**config.mk**
```make
export PLATFORM = sky130hd
export DESIGN_NAME = uart_rx_fifo
export DESIGN_NICKNAME = d
export VERILOG_FILES = /design/src/rtl/uart_rx_fifo.sv
export SDC_FILE = /design/constraint.sdc
export NUM_CORES = 1
export LEC_CHECK = 0
export CAP_MARGIN = 25
export CORE_MARGIN = 4
export CORE_UTILIZATION = 47
export DETAILED_ROUTE_END_ITERATION = 10
export MAX_ROUTING_LAYER = met4
export SYNTH_ARGS = -nofsm -noshare
export SYNTH_HDL_FRONTEND = slang
export SYNTH_SLANG_ARGS = --single-unit
```
**constraint.sdc**
```tcl
create_clock -name clk_in -period 2.7 [get_ports clk_in]
set_input_delay 0.81 -clock clk_in [delete_from_list [all_inputs] [get_ports clk_in]]
set_output_delay 0.81 -clock clk_in [all_outputs]
set_load 0.05 [all_outputs]
```
**src/rtl/uart_rx_fifo.sv**
```systemverilog
// UART receiver (configurable data bits / parity / baud divisor) feeding a
// first-word-fall-through receive FIFO with sticky framing, parity and overrun flags.
module uart_rx_fifo #(
    parameter int BAUD_DIV   = 5208,
    parameter int DATA_BITS  = 8,
    parameter int PARITY     = 0,
    parameter int FIFO_DEPTH = 8
) (
    input  logic                          clk_in,
    input  logic                          sys_rstn,
    input  logic                          uart_rxd,
    input  logic                          rd_en,
    input  logic                          err_clr,
    output logic [DATA_BITS-1:0]          rx_data,
    output logic                          rx_empty,
    output logic                          rx_full,
    output logic [$clog2(FIFO_DEPTH):0]   rx_count,
    output logic                          frame_err,
    output logic                          parity_err,
    output logic                          overrun
);
    localparam int CW = $clog2(BAUD_DIV);
    localparam int AW = $clog2(FIFO_DEPTH);
    localparam int NW = AW + 1;
    localparam logic [CW-1:0] HALF = CW'(BAUD_DIV / 2 - 1);
    localparam logic [CW-1:0] LAST = CW'(BAUD_DIV - 1);

    typedef enum logic [2:0] {
        S_IDLE, S_START, S_DATA, S_PARITY, S_STOP, S_WAIT_HIGH
    } state_t;

    logic                 rxd_meta_q, rxd_s_q;
    state_t               state_q, state_d;
    logic [CW-1:0]        baud_q, baud_d;
    logic [3:0]           bit_q, bit_d;
    logic [DATA_BITS-1:0] shift_q, shift_d;
    logic                 par_bad_q, par_bad_d;
    logic                 push_q, push_d;
    logic                 fe_set, pe_set;

    logic [DATA_BITS-1:0] mem_q [FIFO_DEPTH];
    logic [DATA_BITS-1:0] mem_d [FIFO_DEPTH];
    logic [AW-1:0]        wr_ptr_q, wr_ptr_d, rd_ptr_q, rd_ptr_d;
    logic [NW-1:0]        count_q, count_d;
    logic                 fe_q, fe_d, pe_q, pe_d, ov_q, ov_d;
    logic                 do_pop, do_wr;

    // Receive FSM: every sample point is the edge where the baud counter hits its target.
    always_comb begin
        state_d   = state_q;
        baud_d    = baud_q;
        bit_d     = bit_q;
        shift_d   = shift_q;
        par_bad_d = par_bad_q;
        push_d    = 1'b0;
        fe_set    = 1'b0;
        pe_set    = 1'b0;
        unique case (state_q)
            S_IDLE: begin
                if (!rxd_s_q) begin
                    baud_d  = '0;
                    state_d = S_START;
                end
            end
            S_START: begin
                if (baud_q == HALF) begin
                    baud_d = '0;
                    if (rxd_s_q) begin
                        state_d = S_IDLE;
                    end else begin
                        state_d   = S_DATA;
                        bit_d     = '0;
                        par_bad_d = 1'b0;
                    end
                end else begin
                    baud_d = baud_q + CW'(1);
                end
            end
            S_DATA: begin
                if (baud_q == LAST) begin
                    baud_d  = '0;
                    shift_d = {rxd_s_q, shift_q[DATA_BITS-1:1]};
                    bit_d   = bit_q + 4'd1;
                    if (bit_q == 4'(DATA_BITS - 1))
                        state_d = (PARITY != 0) ? S_PARITY : S_STOP;
                end else begin
                    baud_d = baud_q + CW'(1);
                end
            end
            S_PARITY: begin
                if (baud_q == LAST) begin
                    baud_d    = '0;
                    par_bad_d = ((^shift_q) ^ rxd_s_q) != (PARITY == 1);
                    state_d   = S_STOP;
                end else begin
                    baud_d = baud_q + CW'(1);
                end
            end
            S_STOP: begin
                if (baud_q == LAST) begin
                    baud_d = '0;
                    if (!rxd_s_q) begin
                        fe_set  = 1'b1;
                        state_d = S_WAIT_HIGH;
                    end else begin
                        pe_set  = par_bad_q;
                        push_d  = !par_bad_q;
                        state_d = S_IDLE;
                    end
                end else begin
                    baud_d = baud_q + CW'(1);
                end
            end
            S_WAIT_HIGH: begin
                if (rxd_s_q) state_d = S_IDLE;
            end
            default: state_d = S_IDLE;
        endcase
    end

    // A push into a full FIFO succeeds only when a pop frees the head slot this cycle.
    always_comb begin
        do_pop   = rd_en && (count_q != '0);
        do_wr    = push_q && ((count_q != NW'(FIFO_DEPTH)) || do_pop);
        mem_d    = mem_q;
        wr_ptr_d = wr_ptr_q;
        rd_ptr_d = rd_ptr_q;
        if (do_wr) begin
            mem_d[wr_ptr_q] = shift_q;
            wr_ptr_d        = wr_ptr_q + AW'(1);
        end
        if (do_pop) rd_ptr_d = rd_ptr_q + AW'(1);
        count_d = count_q + NW'(do_wr) - NW'(do_pop);

        fe_d = err_clr ? 1'b0 : fe_q;
        pe_d = err_clr ? 1'b0 : pe_q;
        ov_d = err_clr ? 1'b0 : ov_q;
        if (fe_set) fe_d = 1'b1;
        if (pe_set) pe_d = 1'b1;
        if (push_q && !do_wr) ov_d = 1'b1;
    end

    always_ff @(posedge clk_in or negedge sys_rstn) begin
        if (!sys_rstn) begin
            rxd_meta_q <= 1'b1;
            rxd_s_q    <= 1'b1;
            state_q    <= S_IDLE;
            baud_q     <= '0;
            bit_q      <= '0;
            shift_q    <= '0;
            par_bad_q  <= 1'b0;
            push_q     <= 1'b0;
            mem_q      <= '{default: '0};
            wr_ptr_q   <= '0;
            rd_ptr_q   <= '0;
            count_q    <= '0;
            fe_q       <= 1'b0;
            pe_q       <= 1'b0;
            ov_q       <= 1'b0;
        end else begin
            rxd_meta_q <= uart_rxd;
            rxd_s_q    <= rxd_meta_q;
            state_q    <= state_d;
            baud_q     <= baud_d;
            bit_q      <= bit_d;
            shift_q    <= shift_d;
            par_bad_q  <= par_bad_d;
            push_q     <= push_d;
            mem_q      <= mem_d;
            wr_ptr_q   <= wr_ptr_d;
            rd_ptr_q   <= rd_ptr_d;
            count_q    <= count_d;
            fe_q       <= fe_d;
            pe_q       <= pe_d;
            ov_q       <= ov_d;
        end
    end

    assign rx_empty   = (count_q == '0);
    assign rx_full    = (count_q == NW'(FIFO_DEPTH));
    assign rx_count   = count_q;
    assign rx_data    = rx_empty ? '0 : mem_q[rd_ptr_q];
    assign frame_err  = fe_q;
    assign parity_err = pe_q;
    assign overrun    = ov_q;
endmodule

```
==> results of run 1 <==
==> metrics by stage <==
| step | utilization (%) | power, mW | setup slack (ns) | instances |
|---|---|---|---|---|
| finish | 57.66 | 4.112 | 0.01333 | 603 |
| global placement | 54.15 | 2.733 | -0.1498 | 584 |
| CTS | 57.70 | 4.212 | -0.01781 | 604 |
| global route | 57.66 | 4.315 | -0.06586 | 603 |
| detailed placement | 54.15 | 2.752 | -0.2099 | 584 |
| floorplan | - | 2.405 | -0.08099 | 419 |
==> cell usage after synthesis, types with 2 or more instances <==
cell / instances
dfrtp_1: 107
mux2_2: 73
nor2_1: 24
nand2_1: 23
clkbuf_1: 18
inv_1: 17
mux4_2: 16
nand3_1: 13
a21oi_1: 11
ha_1: 10
xnor2_1: 10
a31oi_1: 9
mux2i_1: 9
o21ai_0: 7
buf_2: 6
xor2_1: 5
and3_1: 4
a22o_1: 3
a41oi_1: 3
nand2b_1: 3
nand4_1: 3
a21o_1: 2
dfstp_2: 2
nor2b_1: 2
nor3_1: 2
nor3b_2: 2
o21a_1: 2
o22ai_1: 2
o31ai_1: 2
or3b_1: 2
==> state kept, by name (all words and copies together), names as in the netlist <==
register    flops
baud_q         13
bit_q           4
frame_err       1
mem_q          64
overrun         1
par_bad_q       1
parity_err      1
push_q          1
rd_ptr_q        3
rx_count        4
rxd_meta_q      1
rxd_s_q         1
shift_q         8
state_q         3
wr_ptr_q        3
==> cell families after synthesis <==
family,Yosys count,share of synthesized area [%]
buf+inv,43,3.171
xor+xnor,16,2.889
mux,98,23.89
flops,109,51.26
compound gates,46,5.708
simple gates,96,10.36
fa+ha+maj,11,2.725
==> final cells by class <==
class                      count  area (µm²)
clock buffer                  10       239.0
clock inverter                 6       61.31
fill                         910        4651
inverter                      18       70.07
multi-input combinational    267        2496
sequential                   109        2734
tap                          140       175.2
timing repair buffer          53       556.8
==> report_power, final <==
group,internal [mW],switching (mW)
sequential,1.70,0.0949
combinational,0.467,0.518
clock,0.743,0.591
total,2.91,1.20
==> what timing repair did <==
item,in CTS,in global routing
resized for setup,9,5
endpoints found under the setup margin,3,8
hold buffers,0,0
buffers inserted,3,0
gates cloned,1,0
==> worst max-delay path by stage <==
stage / from / end / slack (ns) / cells past startpoint
floorplan: rx_count[2] / rx_count[1] / -0.08 / 11
global placement: rd_en / rx_count[1] / -0.15 / 10
detailed placement: rd_en / rx_count[1] / -0.21 / 10
CTS: rd_ptr_q[0] / rx_data[2] / -0.02 / 6
global route: rd_ptr_q[0] / rx_data[1] / -0.07 / 5
finish: rd_ptr_q[0] / rx_data[1] / 0.01 / 5
==> cell usage in the layout, fill, tap and decap left out, types with 9 or more instances in the layout <==
cell type | Yosys | final
buf_4 | 0 | 26
mux4_2 | 16 | 16
a21oi_1 | 11 | 11
clkdlybuf4s50_1 | 0 | 10
nand2_1 | 23 | 23
inv_1 | 17 | 12
clkbuf_16 | 0 | 9
dfrtp_1 | 107 | 104
a31oi_1 | 9 | 9
xnor2_1 | 10 | 10
nor2_1 | 24 | 23
mux2_2 | 73 | 73
nand3_1 | 13 | 13
buf_6 | 0 | 9
==> metal layers <==
| metal | wire [µm] | GRT usage [%] |
|---|---|---|
| met5 | 0 | - |
| met4 | 172 | 4.671 |
| met3 | 301 | 4.228 |
| met2 | 5553 | 30.00 |
| met1 | 5022 | 24.76 |
==> impl_metrics.json, run 1 <==
{
  "outcome": "finished clean",
  "hp-start": "rxd_meta_q",
  "syn_to_final_growth_pct": 18.89,
  "slew_headroom_pct": 54.88,
  "die_width_um": 114.5,
  "antenna_found_initial": 0,
  "grt_max_degree": 45,
  "path_class": "flop to primary output",
  "clock_latency_ns": 0.35,
  "path_buf_inv": 2,
  "fin_nets": 474,
  "drt_iter0_markers": 170,
  "syn_area_per_cell_um2": 12.71,
  "portBuffers": 21,
  "max_slew.worst_pin.slew_ns": 0.6768,
  "r2r-start": "rx_count[2]",
  "ff2ff_path_depth": 11,
  "ios": 22,
  "ys_types": 57,
  "finalHoldViolCount": 0,
  "critPathArrivalTime_ns": 1.88,
  "cts_buffers": 9,
  "yosys_warnings": 0,
  "worstHoldEndpoint": "rxd_s_q",
  "clockBufferDepth": 2,
  "post-route-drc-count": 0,
  "core-area_mm2": 0.01098,
  "setup_viol_count_final": 0,
  "dr_total_vias": 3349,
  "ant_nets": 0,
  "cp_data_required_time_ns": 1.89,
  "rsz0062_at_grt": "true",
  "setup_tns_ns": 0,
  "netlist_instances": 419,
  "grt_pass1_wl_um": 18430,
  "fin_crit_sh_pct": 99.51,
  "layout-drive-gt1-share_pct": 38.44,
  "post-route-min-period_ns": 2.687,
  "seq_area_frac_synth_pct": 51.26,
  "wl_um": 11050,
  "power.leakage_nw": 3.038,
  "place.detailed.hpwl_um": 7424,
  "synthArstFlopShare_pct": 100.0,
  "dieArea_mm2": 0.01310,
  "critPathCaptureType": "primary output",
  "overflow": 0,
  "grt_pass1_vias": 3441,
  "timing.hold.ws_ns": 0.3810,
  "slew_violations": 0,
  "post-synth-top-area-fraction_pct": 50.27,
  "cp-start-kind": "flop",
  "place_congestion": 0.8054,
  "track_usage_pct": 18.86,
  "via_per_inst": 5.554,
  "fin_skew_ns": 0.007779,
  "dpl-instance-area_mm2": 0.005947,
  "holdCritPathClass": "flop to flop",
  "rr_endpoint": "rx_count[1]",
  "h-tree-depth": 3,
  "antenna_cells": 0,
  "crit_family": "multiplexers",
  "crit_chain": "buf_12, mux4_2, mux2i_4, nor2_2, buf_6",
  "max_freq_mhz": 372.2,
  "synthTopCellsByArea": "dfrtp_1 (50%), mux2_2 (15%), mux4_2 (6.8%), ha_1 (2.3%), mux2i_1 (1.7%)",
  "wire_per_inst_um": 18.33,
  "cap_violations": 0,
  "syn_nets": 435,
  "cts_num_sinks": 109,
  "synth_flop_cell": "dfrtp_1",
  "synth_top_area_cell": "dfrtp_1",
  "netlist_area_mm2": 0.005326,
  "synth_edf_count": 0,
  "cpMaxStageDelayCell": "mux4_2",
  "die_h_um": 114.5,
  "whs_path_depth": 0,
  "start_util_pct": 48.50,
  "path_max_fanout": 9,
  "cts_tree": "built",
  "cpPeakStageDelay_ns": 0.55,
  "clockRootBuffer": "clkbuf_16",
  "rows": 38,
  "firstDrtPassIters": 4,
  "peakVddDrop_v": 0.0005231,
  "r2r_setup_slack_ns": 0.17,
  "p_per_area_mw_per_mm2": 649.4,
  "synth-seq-cells": 109,
  "final_cell_area_mm2": 0.006332,
  "path_clk_slew_ns": 0.07
}
(Power assumes the default switching activity.)
==> run 2: changes to the inputs <==
--- a/config.mk
+++ b/config.mk
@@ -5,10 +5,11 @@
 export SDC_FILE = /design/constraint.sdc
 export NUM_CORES = 1
 export LEC_CHECK = 0
-export CAP_MARGIN = 25
+export CAP_MARGIN = 20
 export CORE_MARGIN = 4
 export CORE_UTILIZATION = 47
 export DETAILED_ROUTE_END_ITERATION = 10
+export HOLD_SLACK_MARGIN = 0.08
 export MAX_ROUTING_LAYER = met4
 export SYNTH_ARGS = -nofsm -noshare
 export SYNTH_HDL_FRONTEND = slang
==> results of run 2 <==
Final layout, timing and power as in run 1 (identical DEF).
==> edit 1 (settings of run 2) <==
The parameter `FIFO_DEPTH` goes from 8 to 4.
--- a/src/rtl/uart_rx_fifo.sv
+++ b/src/rtl/uart_rx_fifo.sv
@@ -5,5 +5,5 @@
     parameter int DATA_BITS  = 8,
     parameter int PARITY     = 0,
-    parameter int FIFO_DEPTH = 8
+    parameter int FIFO_DEPTH = 4
 ) (
     input  logic                          clk_in,
Interface: changed (resized rx_count); port bits go from 22 to 21. The function was not compared with the original's and may differ.
==> edit 1 against run 2 <==
Final area down 34%. Largest power group unchanged. First-iteration DRC count down 58%. Sequential cell count fell by 35. Worst setup slack gained 0.10 ns. Synthesized area fell by 32%. Maximum frequency up 3.9%. Largest cell class unchanged. Wire length is 38% lower. Power down 41%.
==> edit 1: results (changes against run 2) <==
met3 wire len 177 um (-41%); layout cells sized above 1 30.2% (-8.2 points); met2 Usage GRT 25.2% (-4.8 points); DR WL met2 3080 um (-45%); WL/cell 16.0 um (-13%); crit-path max FO 10 (+1); outcome finished clean; Post-Syn Area per Cell 12.3 sq um (-3.2%); DP Area 4020 sq um (-32%); most frequent cells after synthesis dfrtp_1 (72), mux2_2 (41), nor2_1 (15); pin count of the biggest net entering global routing 39 (-13%); syn_nets 310 (-29%); nets@finish 342 (-28%); reg2reg start baud_q[0]; Worst Skew 0.0106 ns (+0.00283 ns); vias in the first global route 2399 (-30%); placed instance count 416 (-29%); peak supply drop 0.000235 V (-55%); Post-Layout Cell Count 430 (-29%); Detail Placement HPWL 4810 um (-35%); met3 Usage GRT 3.05% (-1.2 points); synth unique cells 50 (-12%); Regs by FF count mem_q x32, baud_q x13, shift_q x8; Int Pwr 1.69 mW (-42%); Synth area leaders dfrtp_1 (49%), mux2_2 (13%), mux4_2 (4.9%); Leak Pwr 1.98 nW (-35%)
## edit 1: cell types whose count changed after synthesis, sizes merged, moves of 7 or more
cell    delta
mux4       -8
nand2     -10
mux2i      -8
nor2       -8
mux2      -32
clkbuf    -13
nand3      -7
nor2b     +11
dfrtp     -35
a21oi      -7
## edit 1: kinds of logic (layout without fill, tap and decap cells)
logic type | after synthesis | in the layout | share of synthesized area [%]
AND/OR/NAND/NOR | 89 | 89 | 14.7
flip-flops | 74 | 74 | 50.9
multiplexers | 50 | 50 | 17.9
AO/OA/AOI/OAI | 32 | 32 | 5.95
buffers and inverters | 22 | 57 | 2.37
XOR/XNOR | 20 | 20 | 4.81
adder cells (fa/ha/maj) | 9 | 9 | 3.30
## edit 1: power by group through the flow
| stage | Sequential, mW | Combinational, mW | Clock [mW] |
|---|---|---|---|
| after floorplan | 1.31 | 0.271 | 0 |
| after global placement | 1.27 | 0.487 | 0 |
| after detailed placement | 1.27 | 0.497 | 0 |
| after CTS | 1.25 | 0.498 | 0.732 |
| after global routing | 1.26 | 0.533 | 0.784 |
| final | 1.25 | 0.486 | 0.709 |
## edit 1: area by class of cell
class                      instances  area [sq um]
fill                             657          3230
inverter                          13          48.8
tap                               99           124
clock buffer                      11           131
sequential                        74          1860
clock inverter                     3          18.8
multi-input combinational        200          1730
timing repair buffer              30           265
## edit 1: final timing paths
check	end	cells past startpoint	slack, ns
setup / recovery	rx_data[7]	4	0.11
hold / removal	rxd_s_q	0	0.36
setup reg to reg	baud_q[12]	6	0.35
hold reg to reg	rxd_s_q	0	0.36
max in group asynchronous	rxd_meta_q	2	1.61
min in group asynchronous	mem_q[19]	1	0.44
## edit 1: what timing repair did
item | in CTS | in global routing
endpoints found under the setup margin | 0 | 1
setup buffers | 0 | 0
gates resized for setup | 0 | 1
==> edit 2 (config.mk and constraints of run 2) <==
Made on the original files. Re-encode `state_t` (6 states) as one-hot, 6 bits wide.
--- a/src/rtl/uart_rx_fifo.sv
+++ b/src/rtl/uart_rx_fifo.sv
@@ -26,6 +26,6 @@
     localparam logic [CW-1:0] LAST = CW'(BAUD_DIV - 1);
 
-    typedef enum logic [2:0] {
-        S_IDLE, S_START, S_DATA, S_PARITY, S_STOP, S_WAIT_HIGH
+    typedef enum logic [5:0] {
+        S_IDLE = 6'b000001, S_START = 6'b000010, S_DATA = 6'b000100, S_PARITY = 6'b001000, S_STOP = 6'b010000, S_WAIT_HIGH = 6'b100000
     } state_t;
 
Behaviour: no difference found for any inputs over 10 cycles, from zero or initial values and one cycle with sys_rstn low; not proved beyond that.
==> edit 2 against run 2 <==
The flow now finishes with violations (negative setup slack). Final area fell by 0.34%. Synthesized area rose by 1.5%. Cell count rose by 2.7%. Non-clock buffer count fell by 1. Sequential cell count rose by 2. Worst setup slack got worse by 0.054 ns. Clock skew fell by 0.0027 ns. Power rose by 10%. Wire length rose by 0.68%. Critical path depth did not move. Combinational power rose by 37%. Critical path type unchanged. Highest routed layer unchanged.
==> edit 2: results (changes against run 2) <==
initial drt markers 160 (-5.9%); postcts setup bufs 0 (-3); Synth area leaders dfrtp_1 (50%), mux2_2 (15%), mux4_2 (6.7%); Synth Instances 438 (+4.5%); peak supply drop 0.000483 V (-7.6%); Final setup viols 1 (+1); synth unique cells 56 (-1.8%); critical path arrival 1.93 ns (+0.05 ns); Leak Pwr 2.99 nW (-1.6%); DP Area 6020 sq um (+1.3%); setup TNS -0.0409 ns (-0.0409 ns); Detail Placement HPWL 7740 um (+4.3%); vias in the first global route 3576 (+3.9%); failing checks negative setup slack; setup slack, reg-to-reg 0.29 ns (+0.12 ns); nets@finish 490 (+3.4%); async set or reset register ratio after synthesis 100% (unchanged); Total GRT Usage 18.8% (-0.081 points); layout cells sized above 1 36.5% (-1.9 points); crit-path max FO 8 (-1); most frequent cells after synthesis dfrtp_1 (108), mux2_2 (73), nand2_1 (39); routability cong. 0.813 (+0.93%); syn_nets 454 (+4.4%); outcome finished, violations left; Pre-antenna DRT Iters 5 (+1); pin count of the biggest net entering global routing 46 (+2.2%); DRT Wirelength 11100 um (+0.68%); Tightest Pin Transition 0.640 ns (-0.0367 ns); register area share after synthesis 51.5% (+0.21 points); diode count 0 (unchanged); post-route setup slack -0.0409 ns (-0.0543 ns); Worst Skew 0.00506 ns (-0.00272 ns); detailed-route via count 3509 (+4.8%)
edit 2: stage by stage:
stage | hold slack, ns | cells
after floorplan | 0.345 | 438
after global placement | 0.347 | 603
after detailed placement | 0.348 | 603
after CTS | 0.355 | 619
after global routing | 0.359 | 619
final | 0.355 | 619
edit 2: per-layer routing:
metal  GRT usage, %  up-vias  wire length (um)
met1           22.9     1807              4980
met4           4.23        0               116
li1               -     1650                 -
met3           4.32       11               274
met2           31.9       41              5750
met5              -        -                 0
edit 2: what timing repair did:
item	in CTS	in global routing
cloned	0	0
gates resized for setup	1	3
pin swaps	0	0
endpoints found under the setup margin	6	8
edit 2: worst max path at each step:
stage	slack, ns	cells after the start	endpoint	from
floorplan	-0.11	10	rx_count[2]	rx_count[2]
global placement	-0.11	9	mem_q[23]	rd_en
detailed placement	-0.15	9	mem_q[23]	rd_en
CTS	-0.04	5	rx_data[4]	rd_ptr_q[0]
global route	-0.1	5	rx_data[4]	rd_ptr_q[0]
finish	-0.04	5	rx_data[7]	rd_ptr_q[0]
edit 2: critical path, cell delays in order (launching register included):
cell and delay, ns:
dfrtp_1 0.40, buf_6 0.19, mux4_2 0.52, mux2i_2 0.22
nor2_1 0.06, buf_4 0.19
edit 2: cell families after synthesis:
| group | Yosys count | synth area share, % |
|---|---|---|
| DFF | 111 | 51.5 |
| adders and majority gates | 11 | 2.69 |
| buffers and inverters | 46 | 3.40 |
| and+or+nand+nor | 118 | 11.8 |
| muxes | 97 | 23.4 |
| xor gates and xnor gates | 8 | 1.30 |
| AOI/OAI and AO/OA | 47 | 6.00 |
edit 2: report_power, final:
group | internal (mW) | switching [mW] | total [mW]
Clock | 0.628 | 0.602 | 1.23
Combinational | 0.601 | 0.752 | 1.35
Sequential | 1.78 | 0.176 | 1.96
edit 2: layout make-up:
class	count	area (sq um)
clock buffer	9	225
multi-input combinational	281	2520
clock inverter	7	48.8
fill	924	4720
tap	140	175
sequential	111	2780
timing repair buffer	52	477
inverter	19	76.3
